`config.mk`:
```
export PLATFORM = sky130hd
export DESIGN_NAME = vec8_pack_buffer
export DESIGN_NICKNAME = d
export VERILOG_FILES = /design/src/rtl/vec8_pack_buffer.sv
export SDC_FILE = /design/constraint.sdc
export NUM_CORES = 1
export LEC_CHECK = 0
export ABC_AREA = 1
export ABC_CLOCK_PERIOD_IN_PS = 5300
export CORE_MARGIN = 2
export CORE_UTILIZATION = 60
export DETAILED_ROUTE_END_ITERATION = 16
export DONT_BUFFER_PORTS = 1
export HOLD_SLACK_MARGIN = 0.08
export PLACE_DENSITY = 0.76
export SETUP_SLACK_MARGIN = 0.2
export SLEW_MARGIN = 0
export SYNTH_ARGS = -nofsm -noshare
export SYNTH_HDL_FRONTEND = slang
export SYNTH_SLANG_ARGS = --single-unit
```
`constraint.sdc`:
```
create_clock -name clk -period 5.3 [get_ports clk]
set_input_delay 1.06 -clock clk [delete_from_list [all_inputs] [get_ports clk]]
set_output_delay 1.06 -clock clk [all_outputs]
set_load 0.03 [all_outputs]
```
`src/rtl/vec8_pack_buffer.sv`:
```
// -----------------------------------------------------------------------------
// vec8_pack_buffer
//   Upstream feeder for the FindMin stage. Serial DATA_W-bit elements arrive
//   over a valid/ready handshake and are packed, NUM at a time, into one of two
//   banks (ping-pong). A full bank is copied into `numbers` and presented to
//   FindMin with a level `start`; it is held until FindMin pulses `done`, then
//   the bank is released and one idle cycle (GAP) follows so FindMin sees
//   `start` drop before the next vector.
//
// Ports
//   clk, rst_n    clock, asynchronous active-low reset
//   clear         synchronous flush of both banks and the read FSM
//   in_valid      in_data is valid
//   in_ready      an element can be accepted this cycle
//   in_data       element value
//   numbers       packed vector, element i at [DATA_W*i +: DATA_W]
//   start         level request to FindMin, high while `numbers` is valid
//   done          FindMin finished the current vector
//   banks_full    number of banks currently FULL or BUSY (0..2)
// -----------------------------------------------------------------------------
module vec8_pack_buffer #(
  parameter int DATA_W = 16,
  parameter int NUM    = 8
) (
  input  logic                  clk,
  input  logic                  rst_n,
  input  logic                  clear,
  input  logic                  in_valid,
  output logic                  in_ready,
  input  logic [DATA_W-1:0]     in_data,
  output logic [DATA_W*NUM-1:0] numbers,
  output logic                  start,
  input  logic                  done,
  output logic [1:0]            banks_full
);

  localparam int CNT_W = $clog2(NUM);

  typedef enum logic [1:0] {
    B_EMPTY   = 2'd0,
    B_FILLING = 2'd1,
    B_FULL    = 2'd2,
    B_BUSY    = 2'd3
  } bank_state_t;

  typedef enum logic [1:0] {
    S_IDLE = 2'd0,
    S_RUN  = 2'd1,
    S_GAP  = 2'd2
  } rd_state_t;

  bank_state_t          bank_st     [2];
  bank_state_t          bank_st_nxt [2];
  logic                 fill_ptr, fill_ptr_nxt;
  logic                 rd_ptr, rd_ptr_nxt;
  logic [CNT_W-1:0]     elem_cnt, elem_cnt_nxt;
  rd_state_t            state, state_nxt;
  logic                 start_nxt;
  logic                 load_numbers;
  logic [1:0]           banks_full_nxt;
  logic                 accept;
  logic [DATA_W-1:0]    mem [2][NUM];
  logic [DATA_W*NUM-1:0] rd_vec;

  // The fill bank can take data while it is not yet handed to the read side.
  // Gating with rst_n keeps in_ready low for the whole reset interval.
  assign in_ready = rst_n && !clear &&
                    ((bank_st[fill_ptr] == B_EMPTY) || (bank_st[fill_ptr] == B_FILLING));
  assign accept   = in_valid && in_ready;

  // Flatten the bank being read into the FindMin bus layout.
  always_comb begin
    rd_vec = '0;
    for (int i = 0; i < NUM; i++) begin
      rd_vec[i*DATA_W +: DATA_W] = mem[rd_ptr][i];
    end
  end

  // Next-state logic for both the write side and the read FSM. The write side
  // only ever touches an EMPTY/FILLING bank and the read side only a FULL/BUSY
  // one, so both may update bank_st_nxt in the same cycle without conflict.
  always_comb begin
    // NOTE: every signal gets a default first so no path leaves it unassigned,
    // which would otherwise infer a latch.
    for (int b = 0; b < 2; b++) begin
      bank_st_nxt[b] = bank_st[b];
    end
    fill_ptr_nxt = fill_ptr;
    rd_ptr_nxt   = rd_ptr;
    elem_cnt_nxt = elem_cnt;
    state_nxt    = state;
    start_nxt    = start;
    load_numbers = 1'b0;

    // Write side
    if (accept) begin
      if (elem_cnt == CNT_W'(NUM - 1)) begin
        bank_st_nxt[fill_ptr] = B_FULL;
        elem_cnt_nxt          = '0;
        fill_ptr_nxt          = ~fill_ptr;
      end else begin
        bank_st_nxt[fill_ptr] = B_FILLING;
        elem_cnt_nxt          = elem_cnt + CNT_W'(1);
      end
    end

    // Read FSM
    case (state)
      S_IDLE: begin
        start_nxt = 1'b0;
        if (bank_st[rd_ptr] == B_FULL) begin
          bank_st_nxt[rd_ptr] = B_BUSY;
          load_numbers        = 1'b1;
          start_nxt           = 1'b1;
          state_nxt           = S_RUN;
        end
      end
      S_RUN: begin
        if (done) begin
          start_nxt           = 1'b0;
          bank_st_nxt[rd_ptr] = B_EMPTY;
          rd_ptr_nxt          = ~rd_ptr;
          state_nxt           = S_GAP;
        end
      end
      S_GAP: begin
        // One guaranteed low cycle on start before the next load.
        start_nxt = 1'b0;
        state_nxt = S_IDLE;
      end
      default: begin
        start_nxt = 1'b0;
        state_nxt = S_IDLE;
      end
    endcase

    // Flush overrides everything; numbers is deliberately left untouched.
    if (clear) begin
      for (int b = 0; b < 2; b++) begin
        bank_st_nxt[b] = B_EMPTY;
      end
      fill_ptr_nxt = 1'b0;
      rd_ptr_nxt   = 1'b0;
      elem_cnt_nxt = '0;
      state_nxt    = S_IDLE;
      start_nxt    = 1'b0;
      load_numbers = 1'b0;
    end

    // Occupancy follows the bank states that are about to be registered.
    banks_full_nxt = {1'b0, (bank_st_nxt[0] == B_FULL) || (bank_st_nxt[0] == B_BUSY)}
                   + {1'b0, (bank_st_nxt[1] == B_FULL) || (bank_st_nxt[1] == B_BUSY)};
  end

  // NOTE: sequential state uses non-blocking assignments so every flop samples
  // the pre-edge values regardless of statement order.
  always_ff @(posedge clk or negedge rst_n) begin
    if (!rst_n) begin
      bank_st[0] <= B_EMPTY;
      bank_st[1] <= B_EMPTY;
      fill_ptr   <= 1'b0;
      rd_ptr     <= 1'b0;
      elem_cnt   <= '0;
      state      <= S_IDLE;
      start      <= 1'b0;
      numbers    <= '0;
      banks_full <= 2'd0;
    end else begin
      bank_st[0] <= bank_st_nxt[0];
      bank_st[1] <= bank_st_nxt[1];
      fill_ptr   <= fill_ptr_nxt;
      rd_ptr     <= rd_ptr_nxt;
      elem_cnt   <= elem_cnt_nxt;
      state      <= state_nxt;
      start      <= start_nxt;
      banks_full <= banks_full_nxt;
      if (load_numbers) begin
        numbers <= rd_vec;
      end
    end
  end

  // NOTE: bank storage has no reset; a bank is only read after all NUM slots
  // were written, so its power-up contents are never observed.
  always_ff @(posedge clk) begin
    if (accept) begin
      mem[fill_ptr][elem_cnt] <= in_data;
    end
  end

endmodule

```
==> flow_metrics.py <==
metrics = {
    "timing": {
        "rsz0062_at_grt": "no",
        "finalClockSkew_ns": 0.01612,
        "worst_slew_pin_slew_ns": 1.085,
        "slew_headroom_pct": 27.69,
        "max_freq_mhz": 331.0,
        "drv_slew": 0,
        "finalHoldViolCount": 0,
        "fin_crit_sh_pct": 57.00,
        "fin_crit_ns": 3.021,
        "finalSetupViolations": 0,
        "fin_setup_tns_ns": 0,
    },
    "global_route": {
        "globalRouteOverflowTotal": 0,
        "grt_usage_pct": 24.46,
        "grt_pass1_wl_um": 44760,
        "grt_max_degree": 144,
        "antenna_found_initial": 0,
        "grt_pass1_vias": 7784,
    },
    "die": {
        "rows": 56,
        "die_w_um": 157.9,
        "chipHeight_um": 157.9,
        "dieArea_um2": 24950,
        "pin_count": 153,
        "coreArea_um2": 23400,
        "initial_core_util_pct": 60.76,
    },
    "placed_design": {
        "port_buffers": 0,
        "post-place-cells": 1349,
        "gp_congestion": 0.8305,
        "hpwl_um": 16480,
        "place_area_um2": 14520,
    },
    "drt": {
        "wl_met1_um": 11760,
        "first_pass_iters": 7,
        "wl_met3_um": 2849,
        "top_layer": "met4",
        "drc": 0,
        "via_count": 8120,
        "wl_met2_um": 14430,
        "drt-wirelength-per-cell_um": 21.22,
        "viasPerCell": 5.726,
        "ant_nets": 0,
        "drtIter0Drc": 684,
        "wirelength_um": 30090,
    },
    "synthesis": {
        "synth.yosys.seq_area_share_pct": 79.06,
        "synth_edf_count": 256,
        "synth_most_common_cell": "nand2_1",
        "synth_top_area_share_pct": 54.07,
        "synthTopCellsByCount": "279 x nand2_1, 256 x edfxtp_1, 153 x nor2_1, 142 x dfrtp_1, 128 x a31oi_1",
        "synthXorXnorAreaFrac_pct": 0,
        "yosys_warnings": 0,
        "synth_area_leaders": "edfxtp_1 54%, dfrtp_1 25%, nand2_1 7.4%",
        "synth_fa_ha_area_share_pct": 0.3520,
        "synthesis.area_um2": 14220,
        "synth_cells": 1068,
        "async_flop_share_pct": 35.68,
        "synth-compound-area-share_pct": 6.037,
        "syn_nets": 1093,
        "syn_avg_cell_area_um2": 13.31,
        "synthSimpleGateAreaFrac_pct": 12.23,
        "ys_seq_elements": 398,
        "synthFlopType": "edfxtp_1",
        "yosysTopAreaCell": "edfxtp_1",
        "synth_top_family_by_area": "simple AND/OR/NAND/NOR gates",
        "ys_types": 23,
        "synthMuxAreaShare_pct": 0,
    },
    "cts": {
        "cts_setup_buffers": 0,
        "holdBufCountCts": 0,
        "cts.sinks": 398,
        "root_buffer": "clkbuf_16",
        "ctsResizeCount": 0,
        "cts_tree": "done",
        "insertion_delay_ns": 0.52,
        "clk_pin_slew_ns": 0.06,
        "numCtsBuffers": 38,
        "htree_levels": 2,
        "clockBufferDepth": 3,
    },
    "final_layout": {
        "antennaDiodeCount": 0,
        "finalNonFillerCells": 1418,
        "area_delta_synth_final_pct": 10.70,
        "final_nets": 1095,
        "drive_gt1_share_pct": 8.098,
        "stdcell_area_um2": 15740,
    },
    "pwr": {
        "power.density_nw_per_um2": 380.3,
        "power_mw": 5.986,
        "clockPowerShare_pct": 43.8,
        "comb_power_share_pct": 0.4,
        "power.leakage_nw": 6.168,
        "power_frac_seq_pct": 55.8,
        "p_int_mw": 4.868,
        "ir_drop_mv": 0.2623,
        "p_sw_share_pct": 18.68,
        "p_sw_mw": 1.118,
    },
    "critical_path": {
        "startpoint_type": "flop",
        "crit_path_frequent_cell": "nand2_1",
        "slowest_delay_ns": 0.59,
        "end_kind": "primary output",
        "slowest_stage": "dfrtp_1",
        "path_buf_inv": 1,
        "cp.required_ns": 4.24,
        "critical-path-top-delay-family": "flip-flops",
        "crit_chain": "inv_1 > nand2_1 > nand2_1 > nor2_4",
        "cp_max_fo": 14,
        "crit_arrival_ns": 1.96,
        "worstSetupPathType": "flop to primary output",
    },
    "run": {
        "drv_cap": 0,
    },
    "worst_hold_path": {
        "min_path_type": "input pin to asynchronous set/reset pin",
    },
    "run_status": {
        "outcome": "finished, final reports clean",
    },
}
-- area by class of cell --
| class | instances | area [um2] |
|---|---|---|
| clock inverter | 14 | 123.9 |
| inverter | 19 | 73.82 |
| tap | 319 | 399.1 |
| timing repair buffer | 20 | 150.1 |
| clock buffer | 55 | 1096 |
| multi-input combinational | 593 | 2653 |
| fill | 1595 | 7662 |
| sequential | 398 | 11240 |
-- cell families after synthesis --
logic type                 count (synthesis)
and+or+nand+nor                          450
DFF                                      398
AOI/OAI and AO/OA                        139
buffers and inverters                     77
adders and majority gates                  4
-- state kept, by name, indices dropped and copies added, names as in the netlist --
| register | flops |
|---|---|
| bank_st | 4 |
| banks_full | 2 |
| elem_cnt | 3 |
| fill_ptr | 1 |
| mem | 256 |
| numbers | 128 |
| rd_ptr | 1 |
| start | 1 |
| state | 2 |
-- metrics by stage --
| stage | setup WS, ns | hold WS, ns | utilization (%) |
|---|---|---|---|
| final | 2.279 | 0.2433 | 67.26 |
| after global routing | 2.099 | 0.2321 | 67.26 |
| after CTS | 2.301 | 0.2241 | 67.26 |
| after detailed placement | 2.114 | 0.5225 | 62.05 |
| after global placement | 2.239 | 0.5142 | 62.05 |
| after floorplan | 2.273 | 0.4973 | - |
-- metal layers --
metal  vias to the layer above  global-route usage (%)
li1                       3728                       -
met1                      4015                   32.44
met2                       316                   38.34
met3                        61                   7.090
met4                         0                   10.42
met5                         -                       0
-- power by group through the flow --
| stage | clock network (mW) | registers [mW] | logic, mW |
|---|---|---|---|
| CTS | 2.66 | 3.34 | 0.0227 |
| floorplan | 0 | 3.40 | 0.0174 |
| finish | 2.62 | 3.34 | 0.0227 |
| detailed placement | 0 | 3.40 | 0.0225 |
| global route | 2.80 | 3.34 | 0.0260 |
| global placement | 0 | 3.40 | 0.0214 |
-- layout by cell type, fill, tap and decap left out --
cell type   netlist  layout
nand2_1         279     279
edfxtp_1        256     256
nor2_1          153     151
dfrtp_1         142     141
a31oi_1         128     128
clkbuf_16         0      39
buf_4             2      20
inv_1            16      16
clkbuf_1         27      10
clkinv_2          0       8
o21ai_0           7       7
clkbuf_8          0       6
nand4_1           5       5
nand3_1           5       5
nor2_2            2       4
ha_1              4       4
a21oi_1           3       3
clkinv_1          1       3
nor2_4            2       2
or2_2             2       2
bufinv_16         0       2
inv_4             0       1
nand2_2           1       1
nand3b_1          1       1
inv_2             2       1
o21bai_1          1       1
inv_6             0       1
clkinvlp_4        0       1
dfrtp_4           0       1
-- worst paths after layout --
kind | from | end | slack [ns] | cells past startpoint
max in group asynchronous | rst_n | numbers[59]$_DFFE_PN0P_ | 4.68 | 0
worst max-delay path | fill_ptr$_DFFE_PN0P_ | in_ready | 2.28 | 4
worst max register to register | fill_ptr$_DFFE_PN0P_ | mem[1][65]$_DFFE_PP_ | 2.30 | 8
worst min-delay path | rst_n | numbers[65]$_DFFE_PN0P_ | 0.24 | 0
worst min register to register | mem[1][59]$_DFFE_PP_ | numbers[75]$_DFFE_PN0P_ | 0.53 | 2
min in group clk | mem[1][59]$_DFFE_PP_ | numbers[75]$_DFFE_PN0P_ | 0.53 | 2
Note: power is estimated with default switching activity, not from simulation.
